==> src/rtl/ly_hit_stretcher.sv <==
`default_nettype none
// ============================================================================
// Module      : ly_hit_stretcher
// Description : Per-layer hit stretcher. Extends each one-cycle layer pulse
//               to a programmable number of cycles, freezes on trig_stop,
//               and keeps a saturating count of accepted hits.
// Revision    : 1.0 - initial release
// ============================================================================
module ly_hit_stretcher #(
    parameter int NCH = 48,
    parameter int CW  = 3
) (
    input  logic           clk,
    input  logic           rst_n,
    input  logic [NCH-1:0] lyr,
    input  logic [CW-1:0]  width_cfg,
    input  logic           trig_stop,
    output logic [NCH-1:0] lys,
    output logic           lys_any,
    output logic [7:0]     hit_cnt
);

    // Popcount must hold NCH; the sum is one bit wider than the wider of the
    // popcount and the 8-bit counter so the saturation test never overflows.
    localparam int c_POP_W = $clog2(NCH + 1);
    localparam int c_SUM_W = ((c_POP_W > 8) ? c_POP_W : 8) + 1;

    logic [NCH-1:0]     w_accepted;
    logic [c_POP_W-1:0] w_pop;
    logic [c_SUM_W-1:0] w_sum;
    logic [7:0]         w_hit_next;
    logic [7:0]         r_hit_cnt;

    // One down-counter per channel; the output is decoded straight from the
    // register so lys carries no logic depth beyond a compare-to-zero.
    for (genvar i = 0; i < NCH; i++) begin : g_ch
        logic [CW-1:0] r_cnt;

        // Reset clears, freeze holds, a new pulse (re)loads, otherwise count down.
        always_ff @(posedge clk) begin
            if (!rst_n) begin
                r_cnt <= '0;
            end else if (trig_stop) begin
                r_cnt <= r_cnt;
            end else if (lyr[i]) begin
                r_cnt <= width_cfg;
            end else if (r_cnt != '0) begin
                r_cnt <= r_cnt - 1'b1;
            end
        end

        assign lys[i] = (r_cnt != '0);
    end

    assign lys_any = |lys;

    // Hits that arrive during a freeze are dropped, so they must not be counted.
    assign w_accepted = trig_stop ? '0 : lyr;

    // Number of hits accepted at this edge, then the saturated running total.
    always_comb begin
        w_pop = '0;
        for (int i = 0; i < NCH; i++) begin
            w_pop = w_pop + c_POP_W'(w_accepted[i]);
        end
        w_sum      = c_SUM_W'(r_hit_cnt) + c_SUM_W'(w_pop);
        w_hit_next = (w_sum > c_SUM_W'(255)) ? 8'hFF : w_sum[7:0];
    end

    // Accepted-hit counter; never wraps past 255.
    always_ff @(posedge clk) begin
        if (!rst_n) begin
            r_hit_cnt <= 8'd0;
        end else begin
            r_hit_cnt <= w_hit_next;
        end
    end

    assign hit_cnt = r_hit_cnt;

endmodule
`default_nettype wire

==> config.mk <==
export PLATFORM = sky130hd
export DESIGN_NAME = ly_hit_stretcher
export DESIGN_NICKNAME = d
export VERILOG_FILES = /design/src/rtl/ly_hit_stretcher.sv
export SDC_FILE = /design/constraint.sdc
export NUM_CORES = 1
export LEC_CHECK = 0
export CORE_MARGIN = 2
export CORE_UTILIZATION = 45
export DETAILED_ROUTE_END_ITERATION = 8
export PLACE_DENSITY = 0.64
export SKIP_CTS_REPAIR_TIMING = 1
export SLEW_MARGIN = 20
export SYNTH_ARGS = -nofsm -noshare
export SYNTH_HDL_FRONTEND = slang
export SYNTH_SLANG_ARGS = --single-unit
==> constraint.sdc <==
create_clock -name clk -period 7.9 [get_ports clk]
set_clock_uncertainty 0.2 [all_clocks]
set_input_delay 2.37 -clock clk [delete_from_list [all_inputs] [get_ports clk]]
set_output_delay 2.37 -clock clk [all_outputs]
set_load 0.03 [all_outputs]
==> results of run 1 <==
area by class of cell:
cell class / instances / share of cell area, %
Clock buffer: 22 / 3.318
Timing Repair Buffer: 183 / 12.46
Multi-Input combinational cell: 1126 / 54.82
Sequential cell: 152 / 21.75
Clock inverter: 10 / 0.8586
Inverter: 143 / 3.846
Tap cell: 330 / 2.951
state kept, by name, indices dropped and copies added (netlist names):
signal,flops
g_ch.r_cnt,144
hit_cnt,8
cell usage after synthesis (19+ instances only):
| cell | instances | area, µm² |
|---|---|---|
| nor2_1 | 195 | 732.0 |
| a21oi_1 | 154 | 770.7 |
| nand2_1 | 97 | 364.1 |
| o21ai_0 | 193 | 965.9 |
| dfxtp_1 | 152 | 3043 |
| ha_1 | 117 | 1464 |
| fa_1 | 41 | 820.8 |
| nand2b_1 | 83 | 519.3 |
| and2_1 | 48 | 300.3 |
| inv_1 | 143 | 536.8 |
| nand3_1 | 48 | 240.2 |
| clkbuf_1 | 90 | 337.8 |
| nor2b_1 | 19 | 118.9 |
| mux2i_1 | 48 | 480.5 |
| nor4b_1 | 48 | 420.4 |
per-stage QoR:
| step | setup TNS (ns) | instances | total power (W) | setup slack, ns |
|---|---|---|---|---|
| after floorplan | -0.4617 | 1526 | 0.002908 | -0.06834 |
| after global placement | -4.108 | 1925 | 0.003799 | -0.5302 |
| after detailed placement | -4.793 | 1925 | 0.003793 | -0.6230 |
| after CTS | -1.407 | 1957 | 0.004670 | -0.2055 |
| after global routing | -2.034 | 1966 | 0.005156 | -0.3043 |
| final | -0.3489 | 1966 | 0.004771 | -0.08939 |
final timing paths:
kind,endpoint,slack [ns],depth (start not counted)
worst max-delay path,hit_cnt[5],-0.09,19
worst max register to register,hit_cnt[5],1.95,15
worst min-delay path,g_ch[28].r_cnt[1],0.27,2
worst min register to register,g_ch[28].r_cnt[1],0.27,2
cells by family after synthesis:
family,count (synthesis),synth area share (%)
compound gates,358,16.12
xor+xnor,5,0.3824
fa+ha+maj,158,19.95
buf+inv,248,8.247
flops,152,26.56
mux,48,4.194
simple gates,557,24.54
worst register-to-register path, stage by stage (launching register included):
cell      delay [ns]
dfxtp_1         0.37
fa_1            0.56
inv_1           0.05
fa_1            0.49
fa_1            0.54
fa_1            0.59
fa_1            0.46
fa_1            0.54
fa_1            0.54
fa_2            0.42
fa_2            0.35
nand2b_4        0.16
a21oi_4         0.12
nor2b_4         0.19
a211oi_4        0.08
a31oi_1         0.18
placed cells by master, fill, tap and decap left out, types with 23 or more instances in the layout:
cell               n
and2_1            48
dfxtp_1          152
mux2i_1           48
ha_1             115
a21oi_1          151
fa_1              37
nand2b_1          72
buf_4             70
nand2_1           97
clkdlybuf4s50_1   82
dlymetal6s2s_1    23
o21ai_0          193
nor2_1           195
nor4b_1           48
nand3_1           48
inv_1            138
power groups by stage:
| stage | Combinational [W] | Sequential [W] | Clock, W |
|---|---|---|---|
| 2_1_floorplan | 0.00198 | 0.000933 | 0 |
| 3_3_place_gp | 0.00288 | 0.000920 | 0 |
| 3_5_place_dp | 0.00287 | 0.000920 | 0 |
| 4_1_cts | 0.00292 | 0.000904 | 0.000848 |
| 5_1_grt | 0.00336 | 0.000914 | 0.000878 |
| 6_report | 0.00304 | 0.000905 | 0.000829 |
per-layer routing:
| layer | up-vias | wire length, µm | global-route usage (%) |
|---|---|---|---|
| li1 | 5237 | - | - |
| met1 | 4844 | 14040 | 29.62 |
| met2 | 210 | 14150 | 38.38 |
| met3 | 41 | 1305 | 3.073 |
| met4 | 0 | 600 | 6.579 |
| met5 | - | 0 | 0 |
==> flow_summary.toml, run 1 <==
[worst_setup_path]
worstSetupStartpoint = "trig_stop"
worstPathArrival_ns = 8.12
end_kind = "flop"
critPathBufInv = 4
crit_top_cell = "fa_1"
crit_family = "adder cells"
start_kind = "input pin"
crit_chain = "buf_16 > buf_6 > nand2b_4 > fa_1 > inv_2 > fa_1 > inv_1 > fa_1 > fa_1 > fa_1 > fa_1 > fa_1 > fa_2 > fa_2 > nand2b_4 > a21oi_4 > nor2b_4 > a211oi_4 > a31oi_1"
slowest_stage = "fa_1"
crit_type = "input pin to flop"
crit_path_max_fanout = 7
cp.required_ns = 8.03
r2r-start = "hit_cnt[0]"
slowest_delay_ns = 0.58

[sta]
setup_ws_ns = -0.08939
setup_viol = 8
hold_viol = 0
fin_crit_sh_pct = 101.1
worstMarginPinSlew_ns = 0.9253
fmax_mhz = 125.2
rsz0062_at_grt = "yes"
layout_min_cycle_time_ns = 7.989
max-slew-margin-rel_pct = 38.31
worst_hold_slack_ns = 0.2723
finalMaxSlewViolations = 0

[grt]
grtUsageTotal_pct = 22.48
grt_antenna_before_repair = 0
grt_max_degree = 59
overflow = 0
grt_pass1_wl_mm = 47.72
grt_pass1_vias = 9539

[die]
std_cell_rows = 58
coreArea_mm2 = 0.02511
top_level_ports = 111
dieHeight_um = 163.5
initial_utilization_pct = 45.62
die_area_mm2 = 0.02675
die_width_um = 163.5

[logic_synthesis]
synth_cell_types = 33
synthFlopType = "dfxtp_1"
yosysSeqAreaShare_pct = 26.56
synthCells = 1526
synth_warnings = 0
ys_ff_latch = 152
async_reset_ff_share_pct = 0
synth_fp_nets = 1738
synth-edff-count = 0
syn_area_mm2 = 0.01145
postSynthAreaPerCell_um2 = 7.506

[layout]
seq_area_mm2 = 0.003043
syn_to_final_growth_pct = 22.13
final_area_mm2 = 0.01399
finish.utilization_pct = 55.72
multi_input_area_mm2 = 0.007669
fillCellCount = 2311
drive_above_1_share_pct = 8.924
nets = 1835
num_antenna_cells = 0

[clock_network]
root_buffer = "clkbuf_16"
htree_levels = 4
cts.sinks = 152
cts_buffer_depth = 2
insertion_delay_ns = 0.43
clkTransAtPathRegs_ns = 0.06
cts_tree = "built"
numCtsBuffers = 17

[placement]
postPlaceCellArea_mm2 = 0.01315
dp_hpwl_mm = 20.78
port_buffers = 110
place_congestion = 0.7979

[worst_hold_path]
hold_start = "g_ch[28].r_cnt[1]"
hold_path.class = "flop to flop"

[route]
vias = 10330
ant_nets = 0
vias_per_cell = 5.255
drc = 0
dr.pass1.iters = 5
drt_iter0_markers = 661
wl_per_cell_um = 15.31
wl_mm = 30.10

[pwr]
clock_power_share_pct = 17.4
p_comb_share_pct = 63.6
power.leakage_nw = 5.951
p_sw_w = 0.002002
switching_share_pct = 41.96
internal_power_w = 0.002769
sequentialPowerShare_pct = 19.0
p_per_area_mw_per_mm2 = 341.0
ir_drop_mv = 0.6566

[status]
violations = "negative setup slack"
run_status = "finished with violations"

[job]
max-cap-violations = 0
Note: power is estimated with default switching activity, not from simulation.
==> run 2: changes to the inputs <==
--- a/config.mk
+++ b/config.mk
@@ -6,9 +6,11 @@
 export NUM_CORES = 1
 export LEC_CHECK = 0
 export CORE_MARGIN = 2
-export CORE_UTILIZATION = 45
+export CORE_UTILIZATION = 40
+export CTS_CLUSTER_DIAMETER = 100
+export CTS_CLUSTER_SIZE = 20
 export DETAILED_ROUTE_END_ITERATION = 8
-export PLACE_DENSITY = 0.64
+export PLACE_DENSITY = 0.58
 export SKIP_CTS_REPAIR_TIMING = 1
 export SLEW_MARGIN = 20
 export SYNTH_ARGS = -nofsm -noshare
==> flow_summary.toml, run 2 (synthesized netlist as in run 1, its figures left out) <==
[sta]
worstMarginPinSlew_ns = 0.8920
layout_min_cycle_time_ns = 7.932
worst_hold_slack_ns = 0.2734
fin_crit_sh_pct = 100.4
fmax_mhz = 126.1
finalMaxSlewViolations = 0
setup_viol = 4
hold_viol = 0
rsz0062_at_grt = "yes"
setup_ws_ns = -0.03216
max-slew-margin-rel_pct = 39.98

[pwr]
sequentialPowerShare_pct = 19.1
ir_drop_mv = 0.5128
switching_share_pct = 42.26
p_comb_share_pct = 63.2
p_sw_w = 0.001998
total_power_w = 0.004728
clock_power_share_pct = 17.6
internal_power_w = 0.002730
p_per_area_mw_per_mm2 = 334.9
power.leakage_nw = 6.003

[die]
coreArea_mm2 = 0.02801
std_cell_rows = 61
die_width_um = 173.2
top_level_ports = 111
die_area_mm2 = 0.03001
initial_utilization_pct = 40.89
dieHeight_um = 173.2

[route]
dr.pass1.iters = 5
drt_iter0_markers = 764
wl_per_cell_um = 15.47
vias = 10300
wl_mm = 31.29
ant_nets = 0
vias_per_cell = 5.090
drc = 0

[worst_setup_path]
start_kind = "input pin"
crit_type = "input pin to flop"
cp.required_ns = 8.05
end_kind = "flop"
worstPathArrival_ns = 8.08
crit_path_max_fanout = 8

[grt]
grtUsageTotal_pct = 20.66
grt_max_degree = 54
grt_antenna_before_repair = 0
grt_pass1_wl_mm = 49.88
grt_pass1_vias = 9706
overflow = 0

[clock_network]
cts.sinks = 152
clkTransAtPathRegs_ns = 0.07
numCtsBuffers = 17
insertion_delay_ns = 0.43
htree_levels = 4
cts_tree = "built"
root_buffer = "clkbuf_16"
cts_buffer_depth = 2

[placement]
place_congestion = 0.8039
dp_hpwl_mm = 21.52
placedCellCount = 1979
port_buffers = 110
postPlaceCellArea_mm2 = 0.01327

[layout]
regMostFlops = "g_ch.r_cnt"
layout_commonest_cell = "nor2_1"
largest_reg_flops = 144
multi_input_area_mm2 = 0.007660
syn_to_final_growth_pct = 23.25
seq_area_mm2 = 0.003043
final_cell_mix = "nor2_1, o21ai_0, a21oi_1, dfxtp_1, inv_1"
stdcell_count = 2023
final_area_mm2 = 0.01412
drive_above_1_share_pct = 9.605
fillCellCount = 2712
finish.utilization_pct = 50.40
nets = 1844
num_antenna_cells = 0

[status]
run_status = "finished with violations"
violations = "negative setup slack"

[worst_hold_path]
hold_path.class = "flop to flop"

[job]
max-cap-violations = 0
## run 2: cell types whose count changed in the layout (fill, tap and decap cells not counted), moves of 2 or more
cell,change
clkinvlp_4,-2
inv_6,+3
clkbuf_1,-2
clkinv_2,+2
buf_4,+8
## run 2: power by group through the flow
stage	Clock [W]	Sequential [W]	Combinational (W)
floorplan	0	0.000933	0.00198
global placement	0	0.000919	0.00285
detailed placement	0	0.000919	0.00285
CTS	0.000858	0.000903	0.00290
global route	0.000887	0.000914	0.00332
finish	0.000834	0.000904	0.00299
## run 2: final timing paths
check	to	start	depth (start not counted)	slack, ns
setup / recovery	hit_cnt[5]	trig_stop	19	-0.03
hold / removal	g_ch[10].r_cnt[1]	g_ch[10].r_cnt[1]	2	0.27
setup reg to reg	hit_cnt[5]	hit_cnt[0]	15	2.04
hold reg to reg	g_ch[10].r_cnt[1]	g_ch[10].r_cnt[1]	2	0.27
## run 2: area by class of cell
class,instances,area share [%]
Multi-Input combinational cell,1126,54.25
Sequential cell,152,21.55
Timing Repair Buffer,192,12.89
Inverter,143,3.811
Tap cell,378,3.350
Clock buffer,19,3.137
Clock inverter,13,1.001
## run 2: per-layer routing
metal | vias up | wire length, µm | GRT usage [%]
met2 | 172 | 14600 | 34.37
met3 | 27 | 1099 | 3.202
met4 | 0 | 446 | 5.297
li1 | 5269 | - | -
met5 | - | 0 | 0
met1 | 4830 | 15140 | 28.00
## run 2: critical path: stages
cell	delay (ns)
buf_16	0.14
buf_6	0.12
nand2b_4	0.13
fa_1	0.58
inv_2	0.05
fa_1	0.55
inv_2	0.06
fa_1	0.49
fa_1	0.58
fa_2	0.47
fa_1	0.59
fa_1	0.46
fa_2	0.39
fa_2	0.36
nand2b_4	0.15
a21oi_2	0.13
nor2b_4	0.19
a211oi_4	0.08
a31oi_1	0.18
## run 2: stage by stage
step	TNS [ns]	setup slack, ns
after floorplan	-0.4617	-0.06834
after global placement	-4.074	-0.5292
after detailed placement	-4.285	-0.5932
after CTS	-1.128	-0.1993
after global routing	-1.604	-0.2478
final	-0.07649	-0.03216
==> run 3: changes to the inputs <==
--- a/config.mk
+++ b/config.mk
@@ -10,7 +10,8 @@
 export CTS_CLUSTER_DIAMETER = 100
 export CTS_CLUSTER_SIZE = 20
 export DETAILED_ROUTE_END_ITERATION = 8
-export PLACE_DENSITY = 0.58
+export GPL_TIMING_DRIVEN = 0
+export PLACE_DENSITY = 0.65
 export SKIP_CTS_REPAIR_TIMING = 1
 export SLEW_MARGIN = 20
 export SYNTH_ARGS = -nofsm -noshare
==> flow_summary.toml, run 3 (synthesized netlist as in run 1, its figures left out) <==
[status]
run_status = "finished with violations"
violations = "negative setup slack"

[route]
ant_nets = 0
dr.pass1.iters = 5
drc = 0
vias = 10580
wl_per_cell_um = 16.73
wl_mm = 33.53
drt_iter0_markers = 784
vias_per_cell = 5.281

[sta]
fmax_mhz = 125.1
worstMarginPinSlew_ns = 0.8342
fin_crit_sh_pct = 101.2
setup_viol = 8
fin_tns_setup_ns = -0.2896
rsz0062_at_grt = "yes"
finalMaxSlewViolations = 0
layout_min_cycle_time_ns = 7.992
max-slew-margin-rel_pct = 43.87
setup_ws_ns = -0.09219
hold_viol = 0

[worst_setup_path]
crit_path_max_fanout = 7
end_kind = "flop"
r2r-end = "hit_cnt[5]"
r2r-start = "hit_cnt[0]"
rr_worst_depth = 15
crit_type = "input pin to flop"
rrSetupSlack_ns = 1.95
worstPathArrival_ns = 8.14
start_kind = "input pin"
cp.required_ns = 8.04

[pwr]
switching_share_pct = 42.95
internal_power_w = 0.002552
sequentialPowerShare_pct = 20.2
p_per_area_mw_per_mm2 = 332.3
power.leakage_nw = 5.459
clock_power_share_pct = 20.2
p_comb_share_pct = 59.5
ir_drop_mv = 0.5494
p_sw_w = 0.001921

[worst_hold_path]
min_path_cells = 2
min_to = "g_ch[34].r_cnt[1]"
hold_start = "g_ch[34].r_cnt[1]"
hold_path.class = "flop to flop"

[clock_network]
numCtsBuffers = 17
insertion_delay_ns = 0.43
cts_tree = "built"
htree_levels = 4
cts_buffer_depth = 2
cts.sinks = 152
root_buffer = "clkbuf_16"
clkTransAtPathRegs_ns = 0.06

[layout]
final_area_mm2 = 0.01346
final_cell_mix = "nor2_1, o21ai_0, dfxtp_1"
nets = 1824
syn_to_final_growth_pct = 17.52
stdcell_count = 2004
fillCellCount = 2766
drive_above_1_share_pct = 5.723
regMostFlops = "g_ch.r_cnt"
finish.utilization_pct = 48.06
largest_reg_flops = 144
layout_commonest_cell = "nor2_1"

[placement]
post-place-ws_ns = -0.5860
place_congestion = 0.8619
dp_hpwl_mm = 24.39
port_buffers = 58
postPlaceCellArea_mm2 = 0.01269
placedCellCount = 1962

[grt]
grt_antenna_before_repair = 1
overflow = 0
grt_max_degree = 17
grt_pass1_vias = 10140
grt_pass1_wl_mm = 53.51
grtUsageTotal_pct = 22.34

[die]
die_width_um = 173.2
die_area_mm2 = 0.03001
std_cell_rows = 61
dieHeight_um = 173.2
top_level_ports = 111
coreArea_mm2 = 0.02801
initial_utilization_pct = 40.89

[job]
max-cap-violations = 0
[run 3: cell count changes in the layout (fill, tap and decap cells not counted), moves of 4 or more]
cell | before | now
clkbuf_1 | 1 | 75
nor2b_2 | 5 | 1
inv_6 | 4 | 0
buf_4 | 78 | 8
buf_8 | 0 | 4
dlymetal6s2s_1 | 22 | 0
nor2b_1 | 9 | 16
clkbuf_2 | 0 | 13
clkdlybuf4s50_1 | 83 | 58
buf_1 | 0 | 6
buf_2 | 4 | 9
[run 3: area by class of cell]
type / instances / area [µm²] / area share (%)
timing repair buffer: 68 / 656.9 / 4.880
antenna: 1 / 2.502 / 0.01859
inverter: 143 / 536.8 / 3.987
clock inverter: 8 / 142.6 / 1.060
tap: 378 / 473.0 / 3.513
clock buffer: 24 / 481.7 / 3.578
sequential: 152 / 3043 / 22.60
buffer: 104 / 501.7 / 3.727
multi-input combinational: 1126 / 7624 / 56.63
[run 3: worst max-delay path by stage]
stage	startpoint	end	cells after the start
floorplan	trig_stop	hit_cnt[2]	21
global placement	trig_stop	hit_cnt[6]	21
detailed placement	trig_stop	hit_cnt[4]	21
CTS	trig_stop	hit_cnt[4]	21
global route	trig_stop	hit_cnt[5]	18
finish	trig_stop	hit_cnt[5]	18
[run 3: through the flow]
step	hold WS, ns	power [W]
after floorplan	0.2496	0.002908
after global routing	0.2844	0.004817
after CTS	0.2737	0.004429
after detailed placement	0.2648	0.003504
final	0.2690	0.004474
after global placement	0.2584	0.003460
[run 3: power groups by stage]
stage	combinational (W)	clock (W)	sequential [W]
floorplan	0.00198	0	0.000933
global placement	0.00254	0	0.000917
detailed placement	0.00258	0	0.000919
CTS	0.00262	0.000909	0.000904
global route	0.00297	0.000937	0.000914
finish	0.00266	0.000904	0.000906
[run 3: worst max-delay path, cell delays in order]
cell and delay [ns]:
buf_16 0.13, buf_8 0.13, buf_6 0.11, nand2b_4 0.13
fa_1 0.52, fa_1 0.58, fa_1 0.46, fa_1 0.51
fa_1 0.53, fa_1 0.63, fa_1 0.49, fa_2 0.41
fa_2 0.35, nand2b_4 0.15, a21oi_2 0.13, nor2b_4 0.19
a211oi_4 0.09, a31oi_1 0.20
[run 3: per-layer routing]
metal	up-vias	GRT usage (%)	wire length, µm
li1	5231	-	-
met1	5032	29.90	15310
met2	282	37.35	15860
met3	38	3.662	1823
met4	0	6.003	532
met5	-	0	0
==> variant 1, RTL diff (settings of run 3) <==
`NCH`: 48 -> 24.
--- a/src/rtl/ly_hit_stretcher.sv
+++ b/src/rtl/ly_hit_stretcher.sv
@@ -7,7 +7,7 @@
 // Revision    : 1.0 - initial release
 // ============================================================================
 module ly_hit_stretcher #(
-    parameter int NCH = 48,
+    parameter int NCH = 24,
     parameter int CW  = 3
 ) (
     input  logic           clk,
Ports: changed (resized lyr and lys); port bits go from 111 to 63. The function was not compared with the original's and may differ.
==> variant 1 against run 3 <==
Worst setup slack better by 500 ps; power down 62%; area after synthesis down 49%; die area down 48%; synthesized cell count down 49%; global-route usage down 2.9 points; sequential power down 48%; cell area down 50%; routed wire length down 55%; register-to-register slack better by 800 ps; sequential cell count down 72; critical path type unchanged.
==> variant 1: results (changes against run 3) <==
power:
  seq_cell_power_mw: 0.475  # was 0.906 mW
  power_switching_mw: 0.672  # was 1.92 mW
  p_leak_nw: 2.74  # was 5.46 nW
  p_clk_mw: 0.422  # was 0.904 mW
clock_network:
  cts_buffers: 9  # was 17
  clk-insertion-delay-late_ps: 350  # was 430 ps
  h-tree-depth: 3  # was 4
critical_path:
  cp_data_arrival_time_ps: 7540  # was 8140 ps
  r2r_setup_slack_ps: 2750  # was 1950 ps
  max_stage_delay_ps: 560  # was 630 ps
  crit_fanout: 10  # was 7
global_route:
  grt_pass1_wl_um: 24500  # was 53500 um
  antenna_found_initial: 0  # was 1
  grt_max_degree: 14  # was 17
  grt.total_usage: 0.195  # was 0.223
  grt_pass1_vias: 4898  # was 10138
synthesis:
  avgSynthCellArea_um2: 7.56  # was 7.51 um^2
  synthTopCellsByCount: "100 x nor2_1, 99 x o21ai_0, 80 x dfxtp_1, 74 x a21oi_1, 68 x inv_1"  # was 195 x nor2_1, 193 x o21ai_0, 154 x a21oi_1, 152 x dfxtp_1, 143 x inv_1
  async_reset_ff_frac: 0  # unchanged
  ys_seq_area_frac: 0.272  # was 0.266
  synth_nets: 886  # was 1738
  ys_top_cells_by_area: "dfxtp_1 27%, ha_1 13%, o21ai_0 8.4%"  # unchanged
  yosysUniqueCellTypes: 34  # was 33
timing:
  worst_pin_slew_ps: 658  # was 834 ps
  setup_slack_ps: 406  # was -92.2 ps
  fin_hold_ws_ps: 275  # was 269 ps
placement:
  dp_cells: 999  # was 1962
  dp_slack_ps: 54.4  # was -586 ps
  io_buffers: 37  # was 58
  dpl_cell_area_um2: 6480  # was 12700 um^2
  gp_congestion: 0.806  # was 0.862
layout:
  largest_reg_flops: 72  # was 144
  nNetsFinal: 934  # was 1824
  drive_above_1_share: 0.0289  # was 0.0572
  antenna_cells: 0  # was 1
  fillers: 1441  # was 2766
route:
  wl_met1_um: 7320  # was 15300 um
  drt_iter0_drc: 332  # was 784
  vias: 5242  # was 10583
  viasPerCell: 5.16  # was 5.28
  wirelength_um: 15000  # was 33500 um
  wl_met3_um: 683  # was 1820 um
  wl_met2_um: 6830  # was 15900 um
outcome:
  status: "complete, no violations"  # was finished, violations left
variant 1: changes by cell type after synthesis, sizes merged, moves of 24 or more:
| cell | change |
|---|---|
| dfxtp | -72 |
| o21ai | -94 |
| nand2b | -44 |
| nor4b | -24 |
| nand2 | -46 |
| nor2 | -95 |
| clkbuf | -43 |
| ha | -58 |
| a21oi | -80 |
| and2 | -24 |
| mux2i | -24 |
| inv | -75 |
variant 1: metal layers:
| metal | up-vias | track usage |
|---|---|---|
| met5 | - | 0 |
| met4 | 0 | 0.0353 |
| met3 | 9 | 0.0526 |
| met2 | 91 | 0.318 |
| met1 | 2453 | 0.261 |
| li1 | 2689 | - |
variant 1: worst min-delay path, cell delays in order (launching register included):
cell	delay (ps)
dfxtp_1	310
o21ai_0	70
a21oi_1	60
variant 1: layout make-up:
cell class,instances,area (um^2),share of cell area
Buffer,52,206,0.0305
Clock buffer,10,229,0.0338
Tap cell,184,230,0.0340
Clock inverter,6,60.1,0.00887
Inverter,68,255,0.0377
Multi-Input combinational cell,578,3820,0.564
Timing Repair Buffer,37,370,0.0547
Sequential cell,80,1600,0.236
variant 1: cell families after synthesis:
| family | share of synthesized area |
|---|---|
| buffers and inverters | 0.0785 |
| xor gates and xnor gates | 0.00447 |
| adders and majority gates | 0.190 |
| DFF | 0.272 |
| and+or+nand+nor | 0.246 |
| AOI/OAI and AO/OA | 0.168 |
| muxes | 0.0408 |
variant 1: final timing paths:
kind | from | endpoint | depth (start not counted)
setup / recovery | trig_stop | hit_cnt[4] | 19
hold / removal | g_ch[3].r_cnt[1] | g_ch[3].r_cnt[1] | 2
setup reg to reg | hit_cnt[0] | hit_cnt[4] | 16
hold reg to reg | g_ch[3].r_cnt[1] | g_ch[3].r_cnt[1] | 2
==> variant 2, RTL diff (settings of run 3) <==
Made on the original files. Make the reset (`rst_n`) asynchronous in 2 clocked blocks.
--- a/src/rtl/ly_hit_stretcher.sv
+++ b/src/rtl/ly_hit_stretcher.sv
@@ -37,7 +37,7 @@
         logic [CW-1:0] r_cnt;
 
         // Reset clears, freeze holds, a new pulse (re)loads, otherwise count down.
-        always_ff @(posedge clk) begin
+        always_ff @(posedge clk or negedge rst_n) begin
             if (!rst_n) begin
                 r_cnt <= '0;
             end else if (trig_stop) begin
@@ -68,7 +68,7 @@
     end
 
     // Accepted-hit counter; never wraps past 255.
-    always_ff @(posedge clk) begin
+    always_ff @(posedge clk or negedge rst_n) begin
         if (!rst_n) begin
             r_hit_cnt <= 8'd0;
         end else begin
Function: changed (Yosys sat finds a counterexample within 4 cycles, from zero or initial values and one cycle with rst_n low; the reset may be asserted at any time).
==> variant 2 against run 3 <==
The run still ends with setup timing left; sequential cell count stayed put; register-to-register slack improved by 50 ps; cell area grew 5.3%; highest routed layer is now met5; critical endpoint is now hit_cnt[6]; power up 28%; largest power group unchanged; non-clock buffer count down 6; final cell count decreased by 4.4%; area after synthesis increased by 2.7%; count of clock-buffer cells in the layout is 4 lower; worst setup slack got worse by 100 ps; critical path depth rose by 3; routed wire length increased by 1.0%; synthesized cell count fell by 8.5%.
==> variant 2: results (changes against run 3) <==
outcome:
  status: "finished, violations left"  # unchanged
  violations: "setup timing"  # unchanged
layout:
  fillers: 2728  # was 2766
  antenna_cells: 0  # was 1
  drive_above_1_share: 0.0954  # was 0.0572
  nNetsFinal: 1731  # was 1824
synthesis:
  synthTopCellsByCount: "218 x inv_1, 152 x dfrtp_1, 147 x a21oi_1, 117 x ha_1, 112 x o21ai_0"  # was 195 x nor2_1, 193 x o21ai_0, 154 x a21oi_1, 152 x dfxtp_1, 143 x inv_1
  async_reset_ff_frac: 1.00  # was 0
  synth_nets: 1609  # was 1738
  ys_seq_area_frac: 0.323  # was 0.266
  ys_warn_count: 0  # unchanged
  ys_top_cells_by_area: "dfrtp_1 32%, ha_1 12%, fa_1 7.0%"  # was dfxtp_1 27%, ha_1 13%, o21ai_0 8.4%
  synthFlopType: "dfrtp_1"  # was dfxtp_1
  syn_inst: 1397  # was 1526
  yosysUniqueCellTypes: 37  # was 33
critical_path:
  worstReg2RegEnd: "hit_cnt[6]"  # was hit_cnt[5]
  regToRegStartpoint: "hit_cnt[0]"  # unchanged
  r2r_setup_slack_ps: 2000  # was 1950 ps
  startpoint: "trig_stop"  # unchanged
  crit_fanout: 10  # was 7
  r2r_cells: 15  # unchanged
  cp_data_arrival_time_ps: 8220  # was 8140 ps
global_route:
  antenna_found_initial: 1  # unchanged
  grt_pass1_wl_um: 53800  # was 53500 um
  met2_usage: 0.368  # was 0.374
  grt.total_usage: 0.225  # was 0.223
  gr-usage-met3: 0.0459  # was 0.0366
  grt_max_degree: 80  # was 17
  met1_usage: 0.300  # was 0.299
power:
  vdd_drop_max_mv: 0.521  # was 0.549 mV
  p_leak_nw: 6.42  # was 5.46 nW
timing:
  relSlewSlack: 0.377  # was 0.439
  finalSetupViolations: 8  # unchanged
  setup_slack_ps: -192  # was -92.2 ps
placement:
  io_buffers: 91  # was 58
  dp_cells: 1873  # was 1962
  dpl.hpwl_um: 24700  # was 24400 um
  dpl_cell_area_um2: 13300  # was 12700 um^2
  dp_slack_ps: -1060  # was -586 ps
  gp_congestion: 0.856  # was 0.862
min_path:
  hold_class: "reg2reg"  # unchanged
clock_network:
  clk_pin_slew_ps: 60  # about the same
  clockRootBuffer: "clkbuf_16"  # unchanged
  clk-insertion-delay-late_ps: 450  # was 430 ps
  clockBufferDepth: 2  # unchanged
route:
  drt_iter0_drc: 769  # was 784
  viasPerCell: 5.35  # was 5.28
  vias: 10241  # was 10583
  wl_per_cell_um: 17.7  # was 16.7 um
[variant 2: final cells by class]
cell class	count	area, um^2	share of cell area
Timing Repair Buffer	104	1090	0.0766
Inverter	235	882	0.0622
Clock inverter	11	149	0.0105
Buffer	62	368	0.0259
Tap cell	384	480	0.0339
Clock buffer	20	447	0.0315
Sequential cell	152	3800	0.268
Multi-Input combinational cell	947	6960	0.491
[variant 2: worst max-delay path, stage by stage]
cell and delay, ps:
buf_12 120, buf_12 140, buf_12 160, nor2b_4 130, inv_1 60, fa_1 510
inv_1 60, fa_1 490, inv_1 70, fa_1 550, fa_1 460, fa_1 600
fa_1 470, fa_1 470, fa_2 370, fa_2 390, nor2b_4 160, nor3_2 60
o21ai_2 270, nand3b_1 120, a21o_1 190
[variant 2: worst min path at each step]
stage	endpoint	from	slack (ps)
CTS	g_ch[4].r_cnt[1]	g_ch[4].r_cnt[1]	290
detailed placement	g_ch[16].r_cnt[1]	g_ch[16].r_cnt[1]	270
floorplan	g_ch[0].r_cnt[1]	g_ch[0].r_cnt[1]	250
finish	g_ch[4].r_cnt[1]	g_ch[4].r_cnt[1]	280
global route	g_ch[14].r_cnt[1]	g_ch[14].r_cnt[1]	310
global placement	g_ch[16].r_cnt[1]	g_ch[16].r_cnt[1]	270
[variant 2: routing by layer]
metal,wire length [um],part of all wire,vias to the layer above
li1,-,-,4960
met3,1780,0.053,50
met4,905,0.027,2
met1,15100,0.45,4978
met5,13,0.00038,-
met2,16100,0.47,251
[variant 2: metrics by stage]
stage                     hold WS, ps  power, mW  TNS (ps)
after floorplan                   250       3.73     -1160
after global placement            267       4.53   -418790
after detailed placement          271       4.60     -8200
after CTS                         286       5.50     -4760
after global routing              310       6.27     -2480
final                             282       5.71     -1000
[variant 2: logic make-up (layout without fill, tap and decap cells)]
family | count (synthesis) | count (layout) | synth area share
xor+xnor | 1 | 1 | 0.000745
fa+ha+maj | 158 | 158 | 0.194
simple gates | 358 | 358 | 0.177
compound gates | 430 | 430 | 0.207
buf+inv | 298 | 432 | 0.0974
flops | 152 | 152 | 0.323
[variant 2: where the power goes]
group	internal, mW	switching (mW)	total (mW)
Sequential	1.05	0.218	1.27
Combinational	1.54	2.04	3.57
Clock	0.504	0.358	0.862
